File: config.mk
export PLATFORM = sky130hd
export DESIGN_NAME = psum_accum_ctrl
export DESIGN_NICKNAME = d
export VERILOG_FILES = /design/src/rtl/psum_accum_ctrl.sv
export SDC_FILE = /design/constraint.sdc
export NUM_CORES = 1
export LEC_CHECK = 0
export BUFFER_PORTS_ARGS = -buffer_cell sky130_fd_sc_hd__buf_2
export CORE_MARGIN = 8
export CORE_UTILIZATION = 62
export CTS_BUF_LIST = sky130_fd_sc_hd__clkbuf_4 sky130_fd_sc_hd__clkbuf_8 sky130_fd_sc_hd__clkbuf_16
export CTS_CLUSTER_DIAMETER = 50
export DETAILED_ROUTE_END_ITERATION = 6
export GPL_TIMING_DRIVEN = 0
export PLACE_DENSITY = 0.8
export SYNTH_ARGS = -nofsm -noshare
export SYNTH_HDL_FRONTEND = slang
export SYNTH_SLANG_ARGS = --single-unit
File: constraint.sdc
create_clock -name clk -period 5.2 [get_ports clk]
set_input_delay 0.26 -clock clk [delete_from_list [all_inputs] [get_ports clk]]
set_output_delay 0.26 -clock clk [all_outputs]
set_load 0.03 [all_outputs]
File: src/rtl/psum_accum_ctrl.sv
// psum_accum_ctrl: accumulates one row of partial sums from the PE datapath
// over several filter/channel passes. It streams the completed sums to the
// output buffer on the final pass, honouring outbuf_full back-pressure.
module psum_accum_ctrl #(
  parameter int DATA_WIDTH = 17,
  parameter int ADDR_LEN   = 4,
  parameter int DEPTH      = 16,
  parameter int PASS_WIDTH = 4
) (
  input  logic                  clk,
  input  logic                  rst,
  input  logic                  start,
  input  logic [ADDR_LEN:0]     num_psums,
  input  logic [PASS_WIDTH-1:0] num_passes,
  input  logic                  in_valid,
  input  logic [DATA_WIDTH-1:0] in_data,
  output logic                  in_ready,
  input  logic                  outbuf_full,
  output logic                  outbuf_write,
  output logic [DATA_WIDTH-1:0] out_data,
  output logic                  busy,
  output logic                  done
);

  localparam logic [ADDR_LEN:0]     C_DEPTH = (ADDR_LEN + 1)'(DEPTH);
  localparam logic [ADDR_LEN:0]     C_N_ONE = (ADDR_LEN + 1)'(1);
  localparam logic [PASS_WIDTH-1:0] C_P_ONE = PASS_WIDTH'(1);

  typedef enum logic [1:0] {
    S_IDLE  = 2'd0,
    S_ACCUM = 2'd1,
    S_FIN   = 2'd2
  } state_t;

  // Adder used for every accumulation: plain unsigned add that wraps
  // modulo 2**DATA_WIDTH (no saturation, no carry out).
  function automatic logic [DATA_WIDTH-1:0] wrap_add(
    input logic [DATA_WIDTH-1:0] a,
    input logic [DATA_WIDTH-1:0] b
  );
    return a + b;
  endfunction

  state_t                r_state;
  state_t                w_state_nxt;
  logic [ADDR_LEN-1:0]   r_idx;
  logic [PASS_WIDTH-1:0] r_pass;
  logic [ADDR_LEN:0]     r_n;
  logic [PASS_WIDTH-1:0] r_p;
  logic [DATA_WIDTH-1:0] r_mem [DEPTH];
  logic [DATA_WIDTH-1:0] r_out_q;

  logic [ADDR_LEN:0]     w_n_start;
  logic [PASS_WIDTH-1:0] w_p_start;
  logic                  w_last_pass;
  logic                  w_last_idx;
  logic                  w_in_ready;
  logic                  w_xfer;
  logic                  w_write;
  logic [DATA_WIDTH-1:0] w_mem_rd;
  logic [DATA_WIDTH-1:0] w_sum;

  // Row geometry as it will be latched: N clamped to the register-file
  // depth, and a pass count of zero treated as a single pass.
  assign w_n_start = (num_psums > C_DEPTH) ? C_DEPTH : num_psums;
  assign w_p_start = (num_passes == '0) ? C_P_ONE : num_passes;

  // Position within the row.
  assign w_last_pass = (r_pass == (r_p - C_P_ONE));
  assign w_last_idx  = ({1'b0, r_idx} == (r_n - C_N_ONE));

  // On the final pass each accepted psum goes straight out in the same
  // cycle, so the input must stall whenever the output buffer is full.
  assign w_in_ready = (r_state == S_ACCUM) && !(w_last_pass && outbuf_full);
  assign w_xfer     = in_valid && w_in_ready;
  assign w_write    = w_xfer && w_last_pass;

  // With a single pass the register file holds nothing useful, so the
  // incoming value is the finished sum.
  assign w_mem_rd = r_mem[r_idx];
  assign w_sum    = (r_p == C_P_ONE) ? in_data : wrap_add(w_mem_rd, in_data);

  assign in_ready     = w_in_ready;
  assign outbuf_write = w_write;
  assign out_data     = w_write ? w_sum : r_out_q;

  // State register.
  always_ff @(posedge clk) begin
    if (!rst) begin
      r_state <= S_IDLE;
    end else begin
      r_state <= w_state_nxt;
    end
  end

  // Next-state logic plus the busy/done status outputs.
  always_comb begin
    w_state_nxt = r_state;
    busy        = 1'b0;
    done        = 1'b0;
    case (r_state)
      S_IDLE: begin
        if (start) begin
          w_state_nxt = (w_n_start == '0) ? S_FIN : S_ACCUM;
        end
      end
      S_ACCUM: begin
        busy = 1'b1;
        if (w_xfer && w_last_idx && w_last_pass) begin
          w_state_nxt = S_FIN;
        end
      end
      S_FIN: begin
        busy        = 1'b1;
        done        = 1'b1;
        w_state_nxt = S_IDLE;
      end
      default: begin
        w_state_nxt = S_IDLE;
      end
    endcase
  end

  // Row configuration and the index/pass counters; start is only honoured
  // in IDLE so a stray pulse mid-row cannot disturb an active row.
  always_ff @(posedge clk) begin
    if (!rst) begin
      r_idx  <= '0;
      r_pass <= '0;
      r_n    <= '0;
      r_p    <= C_P_ONE;
    end else if ((r_state == S_IDLE) && start) begin
      r_idx  <= '0;
      r_pass <= '0;
      r_n    <= w_n_start;
      r_p    <= w_p_start;
    end else if (w_xfer) begin
      if (w_last_idx) begin
        r_idx  <= '0;
        r_pass <= r_pass + C_P_ONE;
      end else begin
        r_idx  <= r_idx + ADDR_LEN'(1);
      end
    end
  end

  // Partial-sum register file: pass 0 overwrites (so no clear is needed),
  // middle passes accumulate, and the final pass leaves it untouched.
  always_ff @(posedge clk) begin
    if (w_xfer && !w_last_pass) begin
      if (r_pass == '0) begin
        r_mem[r_idx] <= in_data;
      end else begin
        r_mem[r_idx] <= wrap_add(w_mem_rd, in_data);
      end
    end
  end

  // Holds the last value written so out_data stays stable between writes.
  always_ff @(posedge clk) begin
    if (!rst) begin
      r_out_q <= '0;
    end else if (w_write) begin
      r_out_q <= w_sum;
    end
  end

endmodule

**Word-level counts from Yosys, hierarchy flattened**

Memories as Yosys holds them, arrays and structs flattened. A register that Yosys moved wholly into a read port is not among the register bits.
Index checks and enable logic that the tools add are counted.

- Magnitude comparators: 1
- Eq/ne operators: 7
- Multiplexer cells: 20
- Add/subtract/negate cells: 5
- Reductions and logical operators: 18
- Bitwise logic cells: 2

Operators by type and width:

| kind | count |
|---|---|
| $mux 17 | 3 |
| $add 17x17->17 | 1 |
| $mux 4 | 4 |
| $add 4x1->4 const B | 2 |
| $logic_and 1x1->1 | 8 |
| $logic_not 4->1 | 2 |
| $mux 1 | 8 |
| $mux 2 | 3 |
| $eq 4x5->1 | 1 |
| $gt 5x5->1 const B | 1 |
| $logic_not 5->1 | 1 |
| $mux 5 | 1 |
| $sub 5x1->5 const B | 1 |
| $eq 4x1->1 const B | 1 |
| $eq 4x4->1 | 1 |
| $pmux 2 s2 | 1 |
| $reduce_and 2->1 | 2 |
| $reduce_or 2->1 | 2 |
| $sub 4x1->4 const B | 1 |
| $eq 2x1->1 const B | 1 |
| $eq 2x2->1 const B | 1 |
| $logic_not 1->1 | 2 |
| $logic_not 2->1 | 1 |
| $ne 2x1->1 const B | 1 |
| other kinds (3) | 3 |

- Output and inout bits: 21
- Bits in registers: 36
- Input bits: 31
- Memory bits (writable): 272
- Memories kept: 1

Memory list:

| memory | depth | width | read ports | clocked after memory_dff | wr ports | RTL line | RTL |
|---|---|---|---|---|---|---|---|
| r_mem | 16 | 17 | 1 | 1 | 1 | 50 | `logic [DATA_WIDTH-1:0] r_mem [DEPTH];` |

**Longest topological paths before layout**

Gate-level depths: netlist (run 1).

- Word-level depth: 10
- Depth in mapped cells: 15

**Worst setup path before layout (run 1)**

Ideal clock, no wire load.

- Kind: reg-to-reg
- Start point: register (tool-made name)
- End point: memory r_mem[0][16] (data pin)
- Stages on the path, launching flop included: 16
- Clock period less this slack: 4,410 ps
- Path slack: 790 ps
- Path buffers: 3
- Required time: 4,909 ps
- Arrival: 4,119 ps
- Cells stage by stage: dfxtp_1 -> buf_2 -> buf_2 -> buf_2 -> mux4_2 -> mux4_2 -> ha_1 -> inv_1 -> fa_1 -> nor2b_1 -> o211ai_1 -> a21oi_1 -> or3_1 -> a311oi_1 -> xor2_1 -> a21oi_1

RTL lines:

| element | RTL line |
|---|---|
| end: declaration | 50 |

==> summary.md, run 1 <==
| Metric | Value |
|---|---|
| Outcome | finished clean |
| Starting Density | 0.6336 |
| RD Place Congestion | 0.9761 |
| CP Capture Type | output pin |
| Dominant register cell in the synthesized netlist | edfxtp_1 |
| PwrDens | 369.8 mW/mm^2 |
| Yosys reg bits | 312 |
| Clock root buffer | clkbuf_16 |
| Antenna-violating nets left | 0 |
| DIE HEIGHT | 162.8 um |
| Synthesized area | 0.01336 mm^2 |
| Max-slew violations | 0 |
| Asr flop ratio synth | 0 |
| Top-area cell type share of the netlist area | 0.6114 |
| Relative slew slack | 0.08252 |
| Peak supply drop | 0.2415 mV |
| Mapped Cells | 789 |
| Grt total ovfl | 0 |
| Initial antenna violation count | 0 |
| Static Leakage | 5.204 nW |
| Post-synthesis sequential area ratio | 0.6713 |
| ANT cells | 0 |
| Crit path time final | 5.054 ns |
| Via Count | 7,919 |
| Hold slack | 0.03088 ns |
| Ys Warns | 0 |
| Max-Cap Viols | 0 |
| Number of flops mapped to enable cells by yosys | 272 |
| DRC viols | 0 |
| Largest net degree at the start of global routing | 18 |
| Startpoint types | flip-flop |
| Core box area | 0.02109 mm^2 |
| Total iterations of the first detailed-routing run | 6 |
| Row count | 53 |
| Cts hold-fix bufs | 0 |
| Top post-synthesis cells by area | edfxtp_1, mux4_2, dfxtp_1 |
| CTS sink cnt | 312 |
| Fill cells | 1,204 |
| CTS tree | built |
| Final worst path period share | 0.9720 |
| Worst EP arrival | 4.79 ns |
| Final hold violation count | 0 |
| Syn nets | 849 |
| First-pass GRT wire length | 49.76 mm |
| Inserted Clock Buffers | 34 |
| GRT Resource Usage Total | 0.2527 |
| DIE WIDTH | 162.8 um |
| Worst EP required | 4.94 ns |
| Routed wire length | 32.83 mm |
| Yosys top cell by area | edfxtp_1 |
| Setup ws final | 0.1455 ns |
| IO Count | 52 |
| NumNets Final | 952 |
| Post-DR vias/cell | 6.643 |
| Max clock buf depth | 3 |
| H-tree levels | 2 |
| Worst hold-check path type | primary input to flip-flop |
| Full die area | 0.02650 mm^2 |
| Vias in the first global route | 8,224 |
| DP Worst Slack | -0.6519 ns |
| Worst Path Max Fanout | 10 |
| CP Class | flip-flop to output pin |
| Share of cells above drive strength 1 | 0.2835 |
| Layout area overhead | 14.93% |
| Mean Syn Cell Area | 16.93 um^2 |
| Drt initial violations | 975 |
| Wire length per cell | 27.54 um |
| Worst slew pin tran | 1.338 ns |
| Clk_lat worst skew | 0.51 ns |
| Detail Placement HPWL | 20.95 mm |
| PortBufs | 50 |
| Number of library cell types mapped by synthesis | 58 |
| Achievable clock frequency | 197.8 MHz |
| Setup violators final | 0 |
| CTS clock-pin slew for the worst setup and hold paths | 0.06 ns |
| Final Skew | 0.01885 ns |
where the power goes:
part           switching, mW  internal (mW)  total (mW)  leakage, nW
Sequential            0.0142           2.74        2.75         2.77
Clock                  0.963           1.44        2.41        0.561
Combinational          0.322          0.196       0.518         1.87
metal layers:
| layer | GRT usage | vias up | part of all wire |
|---|---|---|---|
| met5 | 0 | - | 0 |
| met4 | 0.09383 | 0 | 0.031 |
| met3 | 0.05485 | 97 | 0.082 |
| met2 | 0.4285 | 419 | 0.51 |
| met1 | 0.3154 | 4075 | 0.38 |
| li1 | - | 3328 | - |
worst max-delay path: stages (launching register included):
cell      delay, ns
dfxtp_1        0.36
clkbuf_2       0.31
clkbuf_2       0.43
mux4_2         0.37
mux4_2         0.54
ha_1           0.25
inv_1          0.08
fa_1           0.20
nor2b_1        0.07
o211ai_1       0.20
buf_4          0.17
a21oi_2        0.07
or3_1          0.41
a311oi_2       0.30
xor2_1         0.24
o21ai_1        0.09
buf_2          0.18
cell families after synthesis:
| kind of cell | after synthesis | share of synthesized area |
|---|---|---|
| flops | 312 | 0.6713 |
| simple gates | 159 | 0.05956 |
| mux | 104 | 0.1577 |
| compound gates | 97 | 0.04598 |
| buf+inv | 59 | 0.01873 |
| xor+xnor | 29 | 0.01901 |
| fa+ha+maj | 29 | 0.02772 |
repair_timing:
action | in CTS | in global routing
gates resized for setup | 16 | 8
endpoints found under the hold margin | 0 | 0
endpoints found under the setup margin | 37 | 20
setup buffers | 1 | 1
pin swaps | 1 | 2
cells in the mapped netlist (4+ instances only):
cell,count
nor3_1,10
nor4_1,5
a21oi_1,38
nor2b_1,8
clkbuf_1,18
nand3_1,8
a21o_1,6
mux2_2,8
ha_1,28
nor2_1,35
o21a_1,4
a31oi_1,5
nand2_1,45
xor2_1,11
edfxtp_1,272
mux4_2,84
mux2_1,4
xnor2_1,18
inv_1,22
and3_1,13
mux2i_1,8
nand3b_1,4
and2_1,18
dfxtp_1,40
buf_2,14
o21ai_0,16
cell type report:
cell class	instances	area [um^2]	share of cell area
clock buffer	44	943.4	0.06144
sequential	312	8969	0.5841
buffer	36	222.7	0.01450
timing repair buffer	67	415.4	0.02705
inverter	23	86.33	0.005623
tap	275	344.1	0.02241
clock inverter	17	177.7	0.01157
multi-input combinational	418	4197	0.2733
metrics by stage:
stage	power [mW]	TNS [ns]	instance area [um^2]	cells	util
2_1_floorplan	3.157	0	13360	789	-
3_3_place_gp	3.270	-13.25	13950	1114	0.6617
3_5_place_dp	3.298	-13.02	14140	1129	0.6706
4_1_cts	5.683	0	15320	1191	0.7264
5_1_grt	5.835	-0.04134	15350	1192	0.7281
6_report	5.679	0	15350	1192	0.7281
sequential cells by signal, summed over array words and instances, names as in the netlist, named ones only:
signal / count
r_idx: 4
r_pass: 4
r_out_q: 17
r_state: 2
r_n: 5
r_mem: 272
r_p: 4
path summary, 6_finish.rpt:
path                      start       endpoint  slack (ns)  cells after the start
setup / recovery      flip-flop   out_data[16]        0.15                     16
hold / removal    num_passes[3]         r_p[3]        0.03                      3
hold reg to reg          r_p[1]         r_p[1]        0.51                      2
setup reg to reg      flip-flop  r_mem[14][16]        0.23                     16
cell usage in the layout (no fill, tap or decap), types with 5 or more instances in the layout:
cell	instances
nand3_1	8
xnor2_1	18
clkbuf_1	13
and3_1	13
nor2_1	35
clkbuf_4	9
clkbuf_2	5
mux2_2	8
a31oi_1	5
o21ai_0	14
nor2b_2	5
buf_4	14
dfxtp_1	40
buf_8	8
clkinv_2	5
xor2_1	11
mux4_2	84
clkbuf_16	35
nor3_1	10
a21oi_1	36
nand2_1	45
inv_1	22
a21o_1	6
ha_1	28
edfxtp_1	272
buf_2	59
mux2i_1	7
and2_1	18
Note: power is estimated with default switching activity, not from simulation.
==> run 2, diff against run 1 <==
- CTS_BUF_LIST: sky130_fd_sc_hd__clkbuf_4 sky130_fd_sc_hd__clkbuf_8 sky130_fd_sc_hd__clkbuf_16 -> sky130_fd_sc_hd__clkbuf_16
==> run 2 against run 1 <==
  * Fmax shrank 1.2%
  * Largest cell class unchanged
  * Core utilization is 0.15 points lower
  * Count of clock-buffer cells in the layout is 9 lower
  * Clock skew increased by 0.0048 ns
  * Global-route usage barely moved
  * Critical path depth decreased by 2
  * Via count increased by 0.24%
  * Die area unchanged
  * Sequential power about the same
==> summary.md, run 2 (same netlist as run 1, synthesis figures left out) <==
| Metric | Value |
|---|---|
| Inserted Clock Buffers | 34 (unchanged) |
| CTS tree | built (unchanged) |
| PortBufs | 50 (unchanged) |
| Register area | 0.008969 mm^2 (unchanged) |
| Final hold violation count | 0 (unchanged) |
| RD Place Congestion | 0.9761 (unchanged) |
| Worst slew pin tran | 1.303 ns (was 1.338 ns) |
| Routed wire length | 32.89 mm (was 32.83 mm) |
| Max FFs per register | 272 (unchanged) |
| Top reg by flops | r_mem (unchanged) |
| Core box area | 0.02109 mm^2 (unchanged) |
| IO Count | 52 (unchanged) |
| First-pass GRT wire length | 49.60 mm (was 49.76 mm) |
| Final worst path period share | 0.9837 (was 0.9720) |
| Total iterations of the first detailed-routing run | 5 (was 6) |
| CTS sink cnt | 312 (unchanged) |
| PwrDens | 366.5 mW/mm^2 (was 369.8 mW/mm^2) |
| Max-Cap Viols | 0 (unchanged) |
| Drt initial violations | 952 (was 975) |
| Static Leakage | 5.210 nW (was 5.204 nW) |
| Peak supply drop | 0.2397 mV (was 0.2415 mV) |
| Area of the multi-input gates | 0.004204 mm^2 (was 0.004197 mm^2) |
| Commonest non-fill, non-tap cell in the layout | edfxtp_1 (unchanged) |
| CP Capture Type | output pin (unchanged) |
| Crit path time final | 5.115 ns (was 5.054 ns) |
| Setup violators final | 0 (unchanged) |
| DIE WIDTH | 162.8 um (unchanged) |
| Max clock buf depth | 3 (unchanged) |
| Share of cells above drive strength 1 | 0.2740 (was 0.2835) |
| Achievable clock frequency | 195.5 MHz (was 197.8 MHz) |
| NumNets Final | 951 (was 952) |
| Outcome | finished clean (unchanged) |
| DP Worst Slack | -0.6519 ns (unchanged) |
| Core Util, Final | 0.7266 (was 0.7281) |
| Full die area | 0.02650 mm^2 (unchanged) |
| ANT cells | 0 (unchanged) |
| Starting Density | 0.6336 (unchanged) |
| Via Count | 7,938 (was 7,919) |
| Worst Path Max Fanout | 10 (unchanged) |
| RSZ-0062 raised after global routing | yes |
| Worst EP arrival | 4.86 ns (was 4.79 ns) |
| DRC viols | 0 (unchanged) |
| Row count | 53 (unchanged) |
| Largest net degree at the start of global routing | 18 (unchanged) |
| Startpoint types | flip-flop (unchanged) |
| Detail Placement HPWL | 20.95 mm (unchanged) |
| DIE HEIGHT | 162.8 um (unchanged) |
| R2R Setup Slk | 0.42 ns (was 0.23 ns) |
| Wire length per cell | 27.62 um (was 27.54 um) |
| CP Class | flip-flop to output pin (unchanged) |
| Worst hold-check path type | primary input to flip-flop (unchanged) |
| Max-slew violations | 0 (unchanged) |
| CTS clock-pin slew for the worst setup and hold paths | 0.06 ns (about the same) |
| Grt total ovfl | 0 (unchanged) |
| Relative slew slack | 0.1067 (was 0.08252) |
| Fill cells | 1,221 (was 1,204) |
| Final Skew | 0.02363 ns (was 0.01885 ns) |
| Layout area overhead | 14.68% (was 14.93%) |
| Crit-path cells | clkbuf_1 > mux4_2 > mux4_2 > ha_1 > inv_1 > fa_1 > nor2b_1 > o211ai_1 > a21oi_2 > or3_1 > a311oi_2 > xor2_1 > o21ai_1 > buf_2 (was clkbuf_2 > clkbuf_2 > mux4_2 > mux4_2 > ha_1 > inv_1 > fa_1 > nor2b_1 > o211ai_1 > buf_4 > a21oi_2 > or3_1 > a311oi_2 > xor2_1 > o21ai_1 > buf_2) |
| Vias in the first global route | 8,229 (was 8,224) |
| H-tree levels | 2 (unchanged) |
| CP peak stage delay | 0.65 ns (was 0.54 ns) |
| Most frequent cells in the layout | edfxtp_1, mux4_2, buf_2 (unchanged) |
| Worst path most repeated cell | mux4_2 |
| Setup ws final | 0.08464 ns (was 0.1455 ns) |
| Antenna-violating nets left | 0 (unchanged) |
| Hold slack | 0.03178 ns (was 0.03088 ns) |
| Worst EP required | 4.94 ns (about the same) |
| Clock root buffer | clkbuf_16 (unchanged) |
| CP max stage cell | clkbuf_1 (was mux4_2) |
| Biggest regs | r_mem: 272 flops, r_out_q: 17 flops, r_n: 5 flops (unchanged) |
| Final Total Pwr | 5.616 mW (was 5.679 mW) |
| Post-DR vias/cell | 6.665 (was 6.643) |
| Clk_lat worst skew | 0.51 ns (about the same) |
| Initial antenna violation count | 0 (unchanged) |
| GRT Resource Usage Total | 0.2529 (was 0.2527) |
## run 2: timing repair
| item | 4_1_cts | 5_1_grt |
|---|---|---|
| gates resized for setup | 16 | 15 |
| setup buffers | 1 | 0 |
| pin swaps | 1 | 2 |
| hold endpoints to repair | 0 | 0 |
| endpoints found under the setup margin | 37 | 35 |
| cloned | 0 | 0 |
| hold buffers | 0 | 0 |
## run 2: critical path: cells and delay by family, from the launching register on
kind	cells	cell delay [ns]
AOI/OAI and AO/OA	4	0.91
xor gates and xnor gates	1	0.25
adders and majority gates	2	0.45
buffers and inverters	3	0.91
DFF	1	0.38
muxes	2	0.97
and+or+nand+nor	2	0.47
## run 2: report_power, final
| group | switching, mW | internal, mW |
|---|---|---|
| Clock | 0.967 | 1.38 |
| Combinational | 0.320 | 0.196 |
| Sequential | 0.0143 | 2.74 |
| Total | 1.30 | 4.31 |
## run 2: metal layers
layer / GRT usage / wire, um / vias up / part of all wire
li1: - / - / 3317 / -
met1: 0.3123 / 11990 / 3990 / 0.36
met2: 0.4229 / 16450 / 525 / 0.50
met3: 0.05839 / 3243 / 106 / 0.099
met4: 0.1101 / 1219 / 0 / 0.037
met5: 0 / 0 / - / 0
## run 2: worst paths after layout
check                                    from           end  cells after the start
worst max-delay path                flip-flop  out_data[16]                     14
worst min-delay path            num_passes[3]        r_p[3]                      3
worst max register to register      flip-flop  r_mem[1][16]                     14
worst min register to register         r_p[1]        r_p[1]                      2
## run 2: per-stage QoR
stage | std cells | area [um^2] | TNS, ns
after detailed placement | 1129 | 14140 | -13.02
after CTS | 1191 | 15280 | 0
after global placement | 1114 | 13950 | -13.25
after floorplan | 789 | 13360 | 0
after global routing | 1191 | 15320 | -0.08975
final | 1191 | 15320 | 0
## run 2: final cells by class
| class | count | area share |
|---|---|---|
| Clock inverter | 26 | 0.01380 |
| Inverter | 23 | 0.005634 |
| Multi-Input combinational cell | 418 | 0.2744 |
| Timing Repair Buffer | 66 | 0.02662 |
| Buffer | 36 | 0.01462 |
| Sequential cell | 312 | 0.5853 |
| Tap cell | 275 | 0.02246 |
| Clock buffer | 35 | 0.05716 |
